===== config.mk =====
export PLATFORM = sky130hd
export DESIGN_NAME = ahbl_obi_bridge
export DESIGN_NICKNAME = d
export VERILOG_FILES = /design/src/rtl/ahbl_obi_bridge.sv
export SDC_FILE = /design/constraint.sdc
export NUM_CORES = 1
export LEC_CHECK = 0
export ABC_CLOCK_PERIOD_IN_PS = 2100
export CAP_MARGIN = 20
export CORE_MARGIN = 5
export CORE_UTILIZATION = 35
export DETAILED_ROUTE_END_ITERATION = 8
export PLACE_DENSITY = 0.72
export REMOVE_ABC_BUFFERS = 1
export SYNTH_ARGS = -nofsm -noshare
export SYNTH_HDL_FRONTEND = slang
export SYNTH_SLANG_ARGS = --single-unit

===== constraint.sdc =====
create_clock -name clk_cpu -period 2.1 [get_ports clk_cpu]
set_input_delay 0.525 -clock clk_cpu [delete_from_list [all_inputs] [get_ports clk_cpu]]
set_output_delay 0.525 -clock clk_cpu [all_outputs]
set_load 0.01 [all_outputs]

===== src/rtl/ahbl_obi_bridge.sv =====
// OBI request/grant/rvalid to AHB-Lite master bridge. Address phase is driven
// combinationally from the OBI request; the data phase is tracked by a small
// FSM that holds write data, returns read data and handles two-cycle ERROR.
module ahbl_obi_bridge #(
  parameter int unsigned ADDR_WIDTH = 32,
  parameter int unsigned DATA_WIDTH = 32,
  parameter bit          READ_ONLY  = 1'b0,
  parameter logic [3:0]  HPROT_VAL  = 4'b0011
) (
  input  logic                    clk_cpu,
  input  logic                    rstn_cpu,
  input  logic                    req_i,
  output logic                    gnt_o,
  output logic                    rvalid_o,
  output logic                    err_o,
  input  logic                    we_i,
  input  logic [DATA_WIDTH/8-1:0] be_i,
  input  logic [ADDR_WIDTH-1:0]   addr_i,
  input  logic [DATA_WIDTH-1:0]   wdata_i,
  output logic [DATA_WIDTH-1:0]   rdata_o,
  output logic [ADDR_WIDTH-1:0]   err_addr_o,
  output logic [ADDR_WIDTH-1:0]   haddr_o,
  output logic [2:0]              hburst_o,
  output logic                    hmastlock_o,
  output logic [3:0]              hprot_o,
  output logic [2:0]              hsize_o,
  output logic [1:0]              htrans_o,
  output logic                    hwrite_o,
  output logic [DATA_WIDTH-1:0]   hwdata_o,
  input  logic [DATA_WIDTH-1:0]   hrdata_i,
  input  logic                    hready_i,
  input  logic                    hresp_i
);

  localparam int unsigned LaneBits = $clog2(DATA_WIDTH / 8);

  typedef enum logic [1:0] {StIdle, StData, StErr} state_e;

  state_e                  r_state, w_state_d;
  logic                    r_dp_we;
  logic [DATA_WIDTH-1:0]   r_dp_wdata;
  logic [ADDR_WIDTH-1:0]   r_dp_addr;
  logic [ADDR_WIDTH-1:0]   r_err_addr;
  logic                    r_ro_pend;

  logic                    w_ro_wr;
  logic                    w_bus_ok;
  logic                    w_gnt;
  logic                    w_bus_acc;
  logic                    w_ro_acc;
  logic [7:0]              w_be8;
  logic [LaneBits-1:0]     w_low;
  logic [2:0]              w_hsize;

  // A write on a read-only channel never reaches the bus; it is answered locally.
  assign w_ro_wr   = READ_ONLY & we_i;
  // No new address phase during an error response or a pending local error.
  assign w_bus_ok  = ~hresp_i & ~r_ro_pend & (r_state != StErr);
  assign w_gnt     = req_i & hready_i & w_bus_ok & (~w_ro_wr | (r_state == StIdle));
  assign w_bus_acc = w_gnt & ~w_ro_wr;
  assign w_ro_acc  = w_gnt & w_ro_wr;

  assign gnt_o       = w_gnt;
  assign htrans_o    = (req_i & w_bus_ok & ~w_ro_wr) ? 2'b10 : 2'b00;
  assign hwrite_o    = we_i & ~READ_ONLY;
  assign hburst_o    = 3'b000;
  assign hmastlock_o = 1'b0;
  assign hprot_o     = HPROT_VAL;
  assign hsize_o     = w_hsize;
  assign haddr_o     = {addr_i[ADDR_WIDTH-1:LaneBits], w_low};
  assign err_addr_o  = r_err_addr;
  // Registered write data stays on the bus for the whole data phase.
  assign hwdata_o    = ((r_state != StIdle) && r_dp_we) ? r_dp_wdata : '0;

  // Derive transfer size and low address bits from the byte-enable pattern.
  always_comb begin
    w_be8   = 8'(be_i);
    w_low   = '0;
    w_hsize = (DATA_WIDTH == 64) ? 3'd3 : 3'd2;
    case (w_be8)
      8'h01: begin w_hsize = 3'd0; w_low = LaneBits'(0); end
      8'h02: begin w_hsize = 3'd0; w_low = LaneBits'(1); end
      8'h04: begin w_hsize = 3'd0; w_low = LaneBits'(2); end
      8'h08: begin w_hsize = 3'd0; w_low = LaneBits'(3); end
      8'h10: begin w_hsize = 3'd0; w_low = LaneBits'(4); end
      8'h20: begin w_hsize = 3'd0; w_low = LaneBits'(5); end
      8'h40: begin w_hsize = 3'd0; w_low = LaneBits'(6); end
      8'h80: begin w_hsize = 3'd0; w_low = LaneBits'(7); end
      8'h03: begin w_hsize = 3'd1; w_low = LaneBits'(0); end
      8'h0C: begin w_hsize = 3'd1; w_low = LaneBits'(2); end
      8'h30: begin w_hsize = 3'd1; w_low = LaneBits'(4); end
      8'hC0: begin w_hsize = 3'd1; w_low = LaneBits'(6); end
      8'h0F: begin w_hsize = 3'd2; w_low = LaneBits'(0); end
      8'hF0: begin w_hsize = 3'd2; w_low = LaneBits'(4); end
      8'hFF: begin w_hsize = 3'd3; w_low = LaneBits'(0); end
      default: ;
    endcase
  end

  // Next-state and OBI response generation for the data phase.
  always_comb begin
    w_state_d = r_state;
    rvalid_o  = 1'b0;
    err_o     = 1'b0;
    rdata_o   = '0;
    if (r_ro_pend) begin
      rvalid_o = 1'b1;
      err_o    = 1'b1;
    end
    case (r_state)
      StIdle: begin
        if (w_bus_acc) w_state_d = StData;
      end
      StData: begin
        if (hresp_i) begin
          // ERROR with HREADY high already is the second cycle; finish here.
          if (hready_i) begin
            rvalid_o  = 1'b1;
            err_o     = 1'b1;
            w_state_d = StIdle;
          end else begin
            w_state_d = StErr;
          end
        end else if (hready_i) begin
          rvalid_o  = 1'b1;
          rdata_o   = r_dp_we ? '0 : hrdata_i;
          w_state_d = w_bus_acc ? StData : StIdle;
        end
      end
      StErr: begin
        if (hresp_i && hready_i) begin
          rvalid_o  = 1'b1;
          err_o     = 1'b1;
          w_state_d = StIdle;
        end
      end
      default: w_state_d = StIdle;
    endcase
  end

  // State, data-phase capture and error-address registers.
  always_ff @(posedge clk_cpu or negedge rstn_cpu) begin
    if (!rstn_cpu) begin
      r_state    <= StIdle;
      r_dp_we    <= 1'b0;
      r_dp_wdata <= '0;
      r_dp_addr  <= '0;
      r_err_addr <= '0;
      r_ro_pend  <= 1'b0;
    end else begin
      r_state   <= w_state_d;
      r_ro_pend <= w_ro_acc;
      if (w_bus_acc) begin
        r_dp_we    <= we_i & ~READ_ONLY;
        r_dp_wdata <= wdata_i;
        r_dp_addr  <= addr_i;
      end
      // Capture on the first ERROR cycle so the address is valid with err_o.
      if (w_ro_acc) begin
        r_err_addr <= addr_i;
      end else if ((r_state == StData) && hresp_i) begin
        r_err_addr <= r_dp_addr;
      end
    end
  end

endmodule


==> results by group <==
Detailed routing
  – Drt pass-1 iters: 4
  – Avg WL per Cell: 17.1 µm
  – DRC: 0
  – Via/cell ratio: 4.47
  – WL final: 13,500 µm
  – Post-DRT Antenna Nets: 0
  – Routed via count: 3,528
  – Iteration-0 DRC Markers: 87

Logic synthesis
  – Syn. warnings: 0
  – Mean Syn Cell Area: 13.5 µm²
  – Sequential-to-total area share from yosys stat: 51.7%
  – Syn Std Cell Area: 0.00479 mm²
  – Seq cells post-synth: 99
  – Distinct cells, synth: 28
  – Syn Inst Count: 356

Setup path
  – Max stage delay on crit path: 440 ps
  – Critical Path AT: 1850 ps
  – RR Startpoint: r_state[0]
  – CP max FO: 4
  – Crit Path Class: reg2out
  – Cell mode on critical path: buf_6
  – CP required: 1570 ps
  – Worst-path cell chain: ha_4 > nor2b_4 > and3b_2 > buf_4 > buf_6 > and2_4 > buf_6
  – WP buf/inv: 3
  – Crit path capture type: output pin
  – Critical-path top delay cell: dfrtp_2
  – CP Launch Type: flop
  – Top delay family on crit path: simple AND/OR/NAND/NOR gates
  – Worst Setup SP: r_state[0]

Timing
  – Period utilization: 113%
  – Worst Setup Slack, final: -273 ps
  – Worst clock skew: 6.56 ps
  – RSZ-0062 raised after global routing: yes
  – WHS: 15.0 ps
  – Final Hold Fails: 0
  – Fmax: 421 MHz
  – Final Setup Violations: 114
  – Fin crit period: 2370 ps
  – Slew Limit Fails: 0

Floorplanning
  – Num rows: 42
  – Die Ht: 127 µm
  – IO Pins: 251
  – Die ar.: 0.0161 mm²
  – Die width: 127 µm
  – Core area: 0.0133 mm²
  – Initial Util: 35.9%

Clocking
  – Hold-fix buffers, CTS: 0
  – H-tree Lvls: 3
  – Max clock buf depth: 2
  – Count of clock tree sinks: 99
  – Clock root buffer: clkbuf_16
  – Total clock buffers created by CTS: 9
  – Clock latency on the worst-skew pair: 340 ps
  – Clk slew on worst S/H paths: 70 ps
  – CTS tree: done

Global routing
  – Initial antenna violation count: 0
  – Vias in the first global route: 3,934
  – GRT Resource Usage Total: 16.1%
  – Largest net degree at the start of global routing: 61
  – GRT overflow: 0
  – First-pass GRT wire length: 20,700 µm

Power and ir drop
  – VDD IR-drop max: 562 µV
  – Pwr Density: 1160 mW/mm²
  – Power Total: 0.00936 W
  – P_leak: 3.77 nW

Finish
  – Fin area: 0.00806 mm²
  – Share of cells above drive strength 1: 49.0%
  – Most common library cell in the layout ignoring fill and taps: clkdlybuf4s50_1
  – Fill cells: 1,068
  – Antenna cells: 0
  – Layout Nets: 718
  – Most frequent cells in the layout: clkdlybuf4s50_1, dfrtp_1, mux2_2
  – P&R area growth vs syn: 68.2%

Run status
  – Status: finished with violations
  – Failing checks: negative setup slack

Place
  – Worst slack at placement: -622 ps
  – Placed inst area: 0.00734 mm²
  – Placer Congestion: 0.863
  – Dpl hpwl: 9750 µm
  – IO Port Bufs: 240

Min path
  – Worst Hold Class: in2async

Run
  – Max Cap Viol: 0
==> flip-flops by register name, indices dropped and copies added (netlist names) <==
| signal | cells |
|---|---|
| err_addr_o | 32 |
| r_dp_addr | 32 |
| r_dp_wdata | 32 |
| r_dp_we | 1 |
| r_state | 2 |
==> worst paths after layout <==
check / slack (ps) / cells past startpoint / to
worst min register to register: 500 / 1 / err_addr_o[19]
min in group clk_cpu: 500 / 1 / err_addr_o[19]
worst max-delay path: -270 / 7 / rdata_o[8]
max in group asynchronous: 1440 / 2 / r_state[0]
worst max register to register: -50 / 10 / r_dp_addr[26]
worst min-delay path: 20 / 1 / r_dp_wdata[17]
==> kinds of logic (layout without fill, tap and decap cells) <==
group | count (synthesis) | count (layout) | synth area share (%)
flip-flops | 99 | 99 | 51.7
multiplexers | 97 | 97 | 25.2
AND/OR/NAND/NOR | 88 | 88 | 11.5
buffers and inverters | 59 | 309 | 9.51
AO/OA/AOI/OAI | 7 | 7 | 1.04
adder cells (fa/ha/maj) | 3 | 3 | 0.784
other | 2 | 10 | 0.157
XOR/XNOR | 1 | 1 | 0.183
==> synthesized netlist by cell type <==
master,instances,area share [%]
nor2_8,1,0.42
o22a_1,1,0.18
and2_1,65,8.5
o22ai_1,1,0.13
dfrtp_1,99,52
nor2_1,7,0.55
conb_1,2,0.16
xnor2_1,1,0.18
or2b_4,1,0.24
o21ai_0,1,0.10
nand2_1,3,0.24
nor3b_1,1,0.16
buf_4,44,6.9
o221a_2,1,0.24
nor2b_1,3,0.39
ha_1,3,0.78
and3b_1,1,0.18
mux2_4,30,9.4
nand3_1,2,0.21
buf_12,4,1.7
a2bb2oi_1,1,0.18
buf_2,3,0.31
mux2_2,67,16
inv_1,2,0.16
nand2b_4,1,0.29
nor3_1,3,0.31
clkbuf_1,6,0.47
a21oi_1,2,0.21
==> per-stage QoR <==
| stage | TNS [ps] | cells | utilization (%) |
|---|---|---|---|
| 2_1_floorplan | -6630 | 307 | - |
| 3_3_place_gp | -47220 | 757 | 55.0 |
| 3_5_place_dp | -47440 | 757 | 55.0 |
| 4_1_cts | -14290 | 787 | 58.1 |
| 5_1_grt | -22630 | 790 | 60.4 |
| 6_report | -13260 | 790 | 60.4 |
==> what timing repair did <==
item,4_1_cts,5_1_grt
endpoints found under the hold margin,0,0
resized for setup,325,120
buffers inserted,11,5
gates cloned,3,2
setup endpoints to repair,82,82
pin swaps,6,46
==> cell type report <==
cell class / count / area [µm²] / share of cell area [%]
Inverter: 2 / 10.0 / 0.124
Tap cell: 176 / 220 / 2.73
Sequential cell: 99 / 2480 / 30.8
Timing Repair Buffer: 291 / 2980 / 37.0
Clock inverter: 4 / 26.3 / 0.326
Clock buffer: 12 / 246 / 3.06
Multi-Input combinational cell: 206 / 2090 / 26.0
==> report_power, final <==
group	total, W	switching, W	internal [W]
registers	0.00323	0.000457	0.00278
logic	0.00461	0.00161	0.00301
clock network	0.00151	0.000676	0.000834
==> layer usage <==
metal  vias to the layer above  global-route usage, %  wire [µm]
met4                         0                   5.49        201
met3                        12                   6.51       1460
met5                         -                      0          0
met2                       166                   27.6       6860
li1                       1646                      -          -
met1                      1704                   18.2       4990
No activity file was read; power rests on OpenSTA's default activity.
